--- config.mk ---
export PLATFORM = sky130hd
export DESIGN_NAME = io_int_ctrl
export DESIGN_NICKNAME = d
export VERILOG_FILES = /design/src/rtl/io_int_pkg.sv /design/src/rtl/io_debounce.sv /design/src/rtl/io_int_ctrl.sv
export SDC_FILE = /design/constraint.sdc
export NUM_CORES = 1
export LEC_CHECK = 0
export CORE_MARGIN = 10
export CORE_UTILIZATION = 55
export DETAILED_ROUTE_END_ITERATION = 6
export PLACE_DENSITY = 0.84
export SYNTH_ARGS = -nofsm -noshare
export SYNTH_HDL_FRONTEND = slang
export SYNTH_SLANG_ARGS = --single-unit
--- constraint.sdc ---
create_clock -name clk -period 4.07 [get_ports clk]
set_clock_uncertainty 0.2 [all_clocks]
set_input_delay 1.0175 -clock clk [delete_from_list [all_inputs] [get_ports clk]]
set_output_delay 1.0175 -clock clk [all_outputs]
set_load 0.03 [all_outputs]
--- src/rtl/io_int_pkg.sv ---
// Shared constants and helpers for the GPIO interrupt controller.
package io_int_pkg;

  localparam int N_CH_DEF  = 13;
  localparam int SYNC_DEF  = 2;
  localparam int DEB_W_DEF = 16;

  localparam int SW0  = 0;
  localparam int SW1  = 1;
  localparam int SW2  = 2;
  localparam int SW3  = 3;
  localparam int SW4  = 4;
  localparam int SW5  = 5;
  localparam int SW6  = 6;
  localparam int SW7  = 7;
  localparam int BTN0 = 8;
  localparam int BTN1 = 9;
  localparam int BTN2 = 10;
  localparam int BTN3 = 11;
  localparam int BTN4 = 12;

  // A single-channel build still needs a 1-bit pending-ID port.
  function automatic int id_width(input int n);
    return (n > 1) ? $clog2(n) : 1;
  endfunction

endpackage

--- src/rtl/io_debounce.sv ---
// One channel: pin synchroniser followed by a counter-based debounce filter.
module io_debounce
  import io_int_pkg::*;
#(
  parameter int SYNC_STAGES = SYNC_DEF,
  parameter int DEB_W       = DEB_W_DEF
) (
  input  logic             clk,
  input  logic             res_n,
  input  logic             in_raw,
  input  logic [DEB_W-1:0] deb_limit,
  output logic             filt
);

  logic [SYNC_STAGES-1:0] sync_q, sync_d;
  logic [DEB_W-1:0]       cnt_q, cnt_d;
  logic                   filt_q, filt_d;
  logic                   sync;
  logic [DEB_W:0]         cnt_inc;

  always_comb begin
    sync_d  = {sync_q[SYNC_STAGES-2:0], in_raw};
    sync    = sync_q[SYNC_STAGES-1];
    cnt_inc = {1'b0, cnt_q} + (DEB_W+1)'(1);
    cnt_d   = '0;
    filt_d  = filt_q;
    // The extra bit keeps the limit compare exact even at cnt = all ones.
    if (sync != filt_q) begin
      if (cnt_inc >= {1'b0, deb_limit}) filt_d = sync;
      else                              cnt_d  = cnt_inc[DEB_W-1:0];
    end
  end

  always_ff @(posedge clk or negedge res_n) begin
    if (!res_n) begin
      sync_q <= '0;
      cnt_q  <= '0;
      filt_q <= 1'b0;
    end else begin
      sync_q <= sync_d;
      cnt_q  <= cnt_d;
      filt_q <= filt_d;
    end
  end

  assign filt = filt_q;

endmodule

--- src/rtl/io_int_ctrl.sv ---
// GPIO interrupt controller: debounced inputs, edge/level detection,
// sticky status, lowest-index pending ID and a registered interrupt line.
module io_int_ctrl
  import io_int_pkg::*;
#(
  parameter  int N_CH        = N_CH_DEF,
  parameter  int SYNC_STAGES = SYNC_DEF,
  parameter  int DEB_W       = DEB_W_DEF,
  localparam int ID_W        = id_width(N_CH)
) (
  input  logic             clk,
  input  logic             res_n,
  input  logic [N_CH-1:0]  in_raw,
  input  logic [DEB_W-1:0] deb_limit,
  input  logic [N_CH-1:0]  int_ena,
  input  logic [N_CH-1:0]  int_clr,
  input  logic [N_CH-1:0]  int_pos,
  input  logic [N_CH-1:0]  int_neg,
  input  logic [N_CH-1:0]  int_level,
  input  logic             invoke_int,
  output logic [N_CH-1:0]  in_filt,
  output logic [N_CH-1:0]  int_sts,
  output logic             pend_vld,
  output logic [ID_W-1:0]  pend_id,
  output logic             interrupt
);

  logic [N_CH-1:0] filt;
  logic [N_CH-1:0] prev_q, prev_d;
  logic [N_CH-1:0] sts_q, sts_d;
  logic [N_CH-1:0] rise, fall, set_edge, set_lvl, set_v;
  logic            irq_q, irq_d;
  logic            pend_vld_q, pend_vld_d;
  logic [ID_W-1:0] pend_id_q, pend_id_d;

  for (genvar g = 0; g < N_CH; g++) begin : g_ch
    io_debounce #(
      .SYNC_STAGES(SYNC_STAGES),
      .DEB_W      (DEB_W)
    ) u_deb (
      .clk      (clk),
      .res_n    (res_n),
      .in_raw   (in_raw[g]),
      .deb_limit(deb_limit),
      .filt     (filt[g])
    );
  end

  always_comb begin
    prev_d   = filt;
    rise     = filt & ~prev_q;
    fall     = ~filt & prev_q;
    set_edge = (rise & int_pos) | (fall & int_neg);
    set_lvl  = (filt & int_pos) | (~filt & int_neg);
    set_v    = (int_level & set_lvl) | (~int_level & set_edge) | {N_CH{invoke_int}};
    // Disable dominates, then set, then clear; a live level re-sets over a clear.
    sts_d    = int_ena & (set_v | (sts_q & ~int_clr));
  end

  always_comb begin
    irq_d      = |sts_q;
    pend_vld_d = |sts_q;
    pend_id_d  = '0;
    for (int i = N_CH - 1; i >= 0; i--) begin
      if (sts_q[i]) pend_id_d = ID_W'(i);
    end
  end

  always_ff @(posedge clk or negedge res_n) begin
    if (!res_n) begin
      prev_q     <= '0;
      sts_q      <= '0;
      irq_q      <= 1'b0;
      pend_vld_q <= 1'b0;
      pend_id_q  <= '0;
    end else begin
      prev_q     <= prev_d;
      sts_q      <= sts_d;
      irq_q      <= irq_d;
      pend_vld_q <= pend_vld_d;
      pend_id_q  <= pend_id_d;
    end
  end

  assign in_filt   = filt;
  assign int_sts   = sts_q;
  assign pend_vld  = pend_vld_q;
  assign pend_id   = pend_id_q;
  assign interrupt = irq_q;

endmodule

==> results.tsv, run 1 <==
stage	metric	value	unit
cells_and_area	post-route core utilization	66.3	%
sta	fin crit share	89.7	%
synth	most common cell in the netlist	dfrtp_1	
sta	post-route worst setup slack	0.418	ns
global_routing	total grt overflow	0	
floorplanning	Core Region	0.0307	mm2
synth	Post-Synth Simple-Gate Area	21.6	%
global_routing	first-pass GRT wire length	72900	um
synth	Synth top area share	40.3	%
detailed_routing	Post-Route WL	44600	um
worst_setup_path	Critical Path Fanout Max	16	
clock_network	clk sinks	278	
synth	syn_nets	2048	
cells_and_area	Final #Nets	2230	
hold_path	hold_sp	g_ch[6].u_deb.sync_q[0]	
synth	adder-cell share of the synthesized area	16.0	%
clock_network	Post-CTS Resized	0	
detailed_routing	Via density	5.83	
worst_setup_path	critical path required time	4.38	ns
placed_design	worst slack at placement	-0.0863	ns
clock_network	cts hold-fix bufs	0	
placed_design	placed cells	2274	
cells_and_area	Filler Cells Inserted	2350	
placed_design	RD Place Congestion	0.927	
detailed_routing	DRC viols	0	
sta	Slew headroom	33.7	%
hold_path	Hold Path Depth	0	
sta	final setup fails	0	
clock_network	clock latency on the worst-skew pair	0.58	ns
flow_run	max-cap violations	0	
synth	Synth cell types	66	
synth	Seq cells post-synth	278	
sta	Max Transition Viols Final	0	
floorplanning	die area	0.0389	mm2
sta	min cycle time layout	3.65	ns
power	reported leakage power	9.94	nW
cells_and_area	Area Overhead vs Synth	18.2	%
floorplanning	Top Ports	129	
detailed_routing	Via Count	13589	
detailed_routing	drt initial violations	1086	
global_routing	largest net degree at the start of global routing	81	
synth	XOR/XNOR Fraction of Synth Area	9.90	%
synth	Post-synth EDFFs	0	
global_routing	gr usage total	23.0	%
worst_setup_path	crit end category	flip-flop	
floorplanning	Std-Cell Rows	64	
power	Pwr Total	6.57	mW
clock_network	Clock Path Buffers	3	
synth	register area share after synthesis	40.3	%
clock_network	post-CTS setup buffers	0	
synth	synth top area cells	dfrtp_1 (40%), ha_1 (16%), nor2b_1 (5.5%), xnor2_1 (5.5%), xor2_1 (4.4%)	
synth	synth cell count leaders	dfrtp_1 (278), ha_1 (221), nor2b_1 (153), nor2_1 (122), nand2_1 (117)	
cells_and_area	ratio of cells with drive above 1 in the final layout	7.91	%
worst_setup_path	FF-to-FF setup slack	0.42	ns
clock_network	CTS root buf	clkbuf_16	
worst_setup_path	Setup crit start	g_ch[8].u_deb.cnt_q[0]	
synth	synthesis warning total	0	
placed_design	Placed Area	0.0193	mm2
clock_network	CTS buffer count	31	
power	Max rail drop VDD	0.342	mV
cells_and_area	finished layout cell area	0.0204	mm2
floorplanning	chip width	197	um
detailed_routing	ANT nets after route	0	
clock_network	clock-pin slew on the worst setup and hold paths	0.07	ns
power	pwr dens	322	mW/mm2
synth	Mapped Area	0.0173	mm2
worst_setup_path	CP startpoint kind	flip-flop	
detailed_routing	DR pass1 iterations	6	
worst_setup_path	worst r2r path cells	11	
cells_and_area	Non-Filler Instances	2332	
placed_design	DP HPWL	33000	um
sta	WHS	0.146	ns
floorplanning	initial core utilization	56.1	%
synth	top_reg_cell synth	dfrtp_1	
worst_setup_path	origin of the critical flop-to-flop path	g_ch[8].u_deb.cnt_q[0]	
sta	Slew @ Worst Pin	0.984	ns
synth	Synth Instances	1730	
sta	final hold viol count	0	
worst_setup_path	critical path class	reg -> reg	
detailed_routing	routed length per instance	19.1	um
status	outcome	finished clean	
placed_design	port bufs	128	
clock_network	CTS tree	built	
global_routing	antenna violations before repair	1	
hold_path	hold endpoint	g_ch[6].u_deb.sync_q[1]	
worst_setup_path	critical path arrival	3.96	ns
synth	largest family of logic cells by synthesized area	simple AND/OR/NAND/NOR gates	
synth	synthesized area per cell	9.97	um2
sta	setup_tns	0	ns
worst_setup_path	r2r endpoint	g_ch[8].u_deb.cnt_q[2]	
synth	mux cell area share after synthesis	0.783	%
clock_network	H-Tree Level Count	1	
synth	asr flop ratio synth	100	%
synth	leading area contributor after synthesis	dfrtp_1	
hold_path	hold crit path type	reg -> reg	
sta	RSZ-0062 raised after global routing	no	
sta	f_max	274	MHz
floorplanning	Die Y	197	um
global_routing	vias in the first global route	14288	
synth	compound-gate portion of the synthesized area	8.79	%
[report_power, final]
group	switching (mW)	internal, mW	total (mW)	leakage (nW)
combinational	0.398	0.295	0.693	5.65
sequential	0.0612	2.82	2.88	3.75
clock	1.15	1.84	2.99	0.536
[sequential cells by signal, indices dropped and copies added, names as in the netlist]
name and count:
pend_id 4, int_sts 13, prev_q 13, g_ch.u_deb.cnt_q 208, g_ch.u_deb.filt 13, pend_vld 1
g_ch.u_deb.sync_q 26
[worst max-delay path, cell delays in order, from the launching register on]
cell and delay, ns:
dfrtp_1 0.44, ha_1 0.25, nand4_1 0.16, nor3_1 0.49
nor3b_1 0.31, xor2_1 0.22, ha_1 0.28, o21a_1 0.11
a221o_1 0.34, a221o_1 0.37, nand2b_4 0.25, nor2b_1 0.16
[metal layers]
layer | up-vias | GRT usage (%) | part of all wire [%]
met1 | 6674 | 27.8 | 42
met4 | 0 | 8.83 | 3.5
li1 | 6452 | - | -
met5 | - | 0 | 0
met3 | 94 | 4.29 | 5.8
met2 | 369 | 39.8 | 49
[cell families after synthesis]
| family | Yosys count |
|---|---|
| AND/OR/NAND/NOR | 696 |
| flip-flops | 278 |
| AO/OA/AOI/OAI | 232 |
| adder cells (fa/ha/maj) | 221 |
| XOR/XNOR | 195 |
| buffers and inverters | 96 |
| multiplexers | 12 |
[layout by cell type (no fill, tap or decap), types with 7 or more instances in the layout]
| cell type | synthesis | routed |
|---|---|---|
| dfrtp_1 | 278 | 278 |
| ha_1 | 221 | 221 |
| nor2b_1 | 153 | 153 |
| clkdlybuf4s50_1 | 0 | 127 |
| nor2_1 | 122 | 122 |
| nand2_1 | 117 | 117 |
| xnor2_1 | 109 | 109 |
| nand3_1 | 100 | 100 |
| xor2_1 | 86 | 86 |
| a21oi_1 | 68 | 68 |
| inv_1 | 67 | 67 |
| o21ai_0 | 57 | 57 |
| nand4_1 | 50 | 50 |
| and3_1 | 46 | 46 |
| buf_4 | 17 | 43 |
| nor3_1 | 31 | 31 |
| clkbuf_16 | 0 | 31 |
| a21o_1 | 18 | 18 |
| o211ai_1 | 17 | 17 |
| nor2b_2 | 16 | 16 |
| o31a_1 | 15 | 15 |
| nor4_1 | 12 | 12 |
| mux2_2 | 12 | 12 |
| nand2b_1 | 10 | 10 |
| a211oi_1 | 10 | 10 |
| clkbuf_8 | 0 | 7 |
[worst max path at each step]
stage | end | slack, ns
final | g_ch[8].u_deb.cnt_q[2] | 0.42
after global routing | g_ch[8].u_deb.cnt_q[6] | 0.18
after CTS | g_ch[11].u_deb.filt | 0.09
after detailed placement | g_ch[11].u_deb.filt | -0.09
after global placement | g_ch[11].u_deb.filt | -0.09
after floorplan | g_ch[11].u_deb.cnt_q[10] | 0.83
[area by class of cell]
cell class | instances | area (um2) | share of cell area (%)
clock buffer | 44 | 895 | 4.39
clock inverter | 12 | 206 | 1.01
antenna | 1 | 2.50 | 0.0123
timing repair buffer | 178 | 1730 | 8.50
multi-input combinational | 1356 | 9850 | 48.3
tap | 396 | 495 | 2.43
sequential | 278 | 6960 | 34.1
inverter | 67 | 251 | 1.23
Power figures use the tool's default switching activity.
==> run 2: changes to the inputs <==
CELL_PAD_IN_SITES_DETAIL_PLACEMENT = 0   (was unset)
CELL_PAD_IN_SITES_GLOBAL_PLACEMENT = 1   (was unset)
CORE_UTILIZATION = 47   (was 55)
PLACE_DENSITY = 0.89   (was 0.84)
RECOVER_POWER = 50   (was unset)
==> run 2 against run 1 <==
The run now ends with capacitance limit, slew limit left; worst hold slack worse by 0.0023 ns; non-clock buffer count is 2 higher; via count shrank 1.5%; critical path type unchanged; critical endpoint is now g_ch[11].u_deb.filt; largest cell class unchanged.
==> results.tsv, run 2 (synthesis results as in run 1) <==
stage	metric	value	unit	change
status	outcome	finished with violations		
status	failing checks	capacitance limit, slew limit		
cells_and_area	finished layout cell area	0.0205	mm2	+0.55%
global_routing	antenna violations before repair	0		-1
placed_design	placed cells	2349		+3.3%
detailed_routing	Post-Route WL	44700	um	+0.26%
clock_network	cts hold-fix bufs	0		unchanged
placed_design	port bufs	128		unchanged
worst_setup_path	critical path class	reg -> reg		
flow_run	max-cap violations	1		+1
power	pwr dens	318	mW/mm2	-1.4%
worst_setup_path	worst r2r path cells	11		unchanged
floorplanning	die area	0.0448	mm2	+15%
hold_path	hold crit path type	reg -> reg		
detailed_routing	ANT nets after route	0		unchanged
sta	f_max	265	MHz	-3.3%
sta	RSZ-0062 raised after global routing	no		
cells_and_area	Final #Nets	2232		+0.090%
global_routing	first-pass GRT wire length	73000	um	+0.12%
worst_setup_path	crit-path cells	ha_1, nand3_2, nor4_1, nand3_1, xnor2_1, ha_1, nand3_1, or3_1, nor4_1, a211oi_4, mux2_2		
detailed_routing	DR pass1 iterations	5		-1
worst_setup_path	FF-to-FF setup slack	0.29	ns	-0.13 ns
floorplanning	Core Region	0.0364	mm2	+18%
clock_network	clk sinks	278		unchanged
cells_and_area	Non-Filler Instances	2407		+3.2%
cells_and_area	Largest register FFs	208		unchanged
sta	Slew @ Worst Pin	1.75	ns	+0.761 ns
worst_setup_path	Critical Path Fanout Max	14		-2
floorplanning	Die Y	212	um	+7.3%
power	Max rail drop VDD	0.334	mV	-2.1%
global_routing	total grt overflow	0		unchanged
worst_setup_path	Worst Path Buf+Inv	0		unchanged
sta	final hold viol count	0		unchanged
cells_and_area	most frequent cells in the layout	dfrtp_1 (278), ha_1 (221), nor2b_1 (153)		
floorplanning	initial core utilization	47.4	%	-8.8 points
clock_network	Clock Path Buffers	3		unchanged
worst_setup_path	Crit path depth	11		unchanged
worst_setup_path	max incr delay on CP	0.51	ns	+0.02 ns
clock_network	clock latency on the worst-skew pair	0.58	ns	about the same
sta	post-route worst setup slack	0.292	ns	-0.126 ns
global_routing	gr usage total	20.2	%	-2.8 points
cells_and_area	Top Registers	g_ch.u_deb.cnt_q: 208 flops, g_ch.u_deb.sync_q: 26 flops		
global_routing	largest net degree at the start of global routing	83		+2.5%
worst_setup_path	Worst path slowest cell	nor4_1		
clock_network	H-Tree Level Count	1		unchanged
floorplanning	Top Ports	129		unchanged
detailed_routing	drt initial violations	947		-13%
cells_and_area	Filler Cells Inserted	3143		+34%
worst_setup_path	critical path required time	4.31	ns	-0.07 ns
cells_and_area	most common cell after layout, fill and taps aside	dfrtp_1		
sta	fin crit share	92.8	%	+3.1 points
global_routing	vias in the first global route	13997		-2.0%
placed_design	RD Place Congestion	0.911		-1.7%
cells_and_area	final antenna diode count	0		-1
placed_design	DP HPWL	34100	um	+3.5%
worst_setup_path	critical path arrival	4.02	ns	+0.06 ns
worst_setup_path	crit end category	flip-flop		
sta	setup_tns	0	ns	unchanged
sta	min cycle time layout	3.78	ns	+0.126 ns
cells_and_area	Area Overhead vs Synth	18.8	%	
detailed_routing	Via Count	13386		-1.5%
clock_network	clock-pin slew on the worst setup and hold paths	0.06	ns	about the same
placed_design	Placed Area	0.0195	mm2	+0.91%
clock_network	post-CTS setup buffers	0		unchanged
detailed_routing	Via density	5.56		-4.6%
clock_network	CTS tree	built		
sta	WHS	0.144	ns	-0.00231 ns
sta	Slew headroom	-16.3	%	-50 points
hold_path	Hold Path Depth	0		unchanged
floorplanning	chip width	212	um	+7.3%
worst_setup_path	CP delay by family, top	simple AND/OR/NAND/NOR gates		
detailed_routing	routed length per instance	18.6	um	-2.9%
cells_and_area	Most flops, register	g_ch.u_deb.cnt_q		
power	reported leakage power	9.96	nW	+0.20%
floorplanning	Std-Cell Rows	70		+9.4%
clock_network	CTS buffer count	31		unchanged
placed_design	worst slack at placement	-0.127	ns	-0.0405 ns
clock_network	CTS root buf	clkbuf_16		
detailed_routing	DRC viols	0		unchanged
sta	final setup fails	0		unchanged
cells_and_area	ratio of cells with drive above 1 in the final layout	8.25	%	+0.34 points
sta	Max Transition Viols Final	70		+70
worst_setup_path	CP startpoint kind	flip-flop		
[run 2: stage by stage]
step | power, mW | util [%]
2_1_floorplan | 3.25 | -
3_3_place_gp | 3.61 | 53.4
3_5_place_dp | 3.64 | 53.4
4_1_cts | 6.58 | 56.4
5_1_grt | 6.76 | 56.3
6_report | 6.51 | 56.3
[run 2: final timing paths]
check | start | end
setup / recovery | g_ch[11].u_deb.cnt_q[0] | g_ch[11].u_deb.filt
hold / removal | g_ch[0].u_deb.sync_q[0] | g_ch[0].u_deb.sync_q[1]
setup reg to reg | g_ch[11].u_deb.cnt_q[0] | g_ch[11].u_deb.filt
hold reg to reg | g_ch[0].u_deb.sync_q[0] | g_ch[0].u_deb.sync_q[1]
max in group asynchronous | res_n | g_ch[7].u_deb.cnt_q[1]
min in group asynchronous | res_n | g_ch[1].u_deb.cnt_q[14]
[run 2: per-layer routing]
metal	part of all wire, %	GRT usage (%)
met1	43	25.2
met2	49	35.4
met3	4.5	2.50
met4	3.1	6.42
met5	0	0
[run 2: final cells by class]
type | instances | area, um2 | share of cell area [%]
Multi-Input combinational cell | 1356 | 9870 | 48.1
Sequential cell | 278 | 6960 | 33.9
Inverter | 67 | 251 | 1.23
Clock inverter | 15 | 189 | 0.921
Clock buffer | 43 | 891 | 4.34
Timing Repair Buffer | 180 | 1760 | 8.59
Tap cell | 468 | 586 | 2.86
[run 2: where the power goes]
part | internal, mW | switching, mW
Sequential | 2.82 | 0.0613
Clock | 1.78 | 1.16
Combinational | 0.295 | 0.397
Total | 4.89 | 1.62
[run 2: what timing repair did]
item	in CTS	in global routing
cloned	0	0
resized for setup	1	2
setup endpoints to repair	17	9
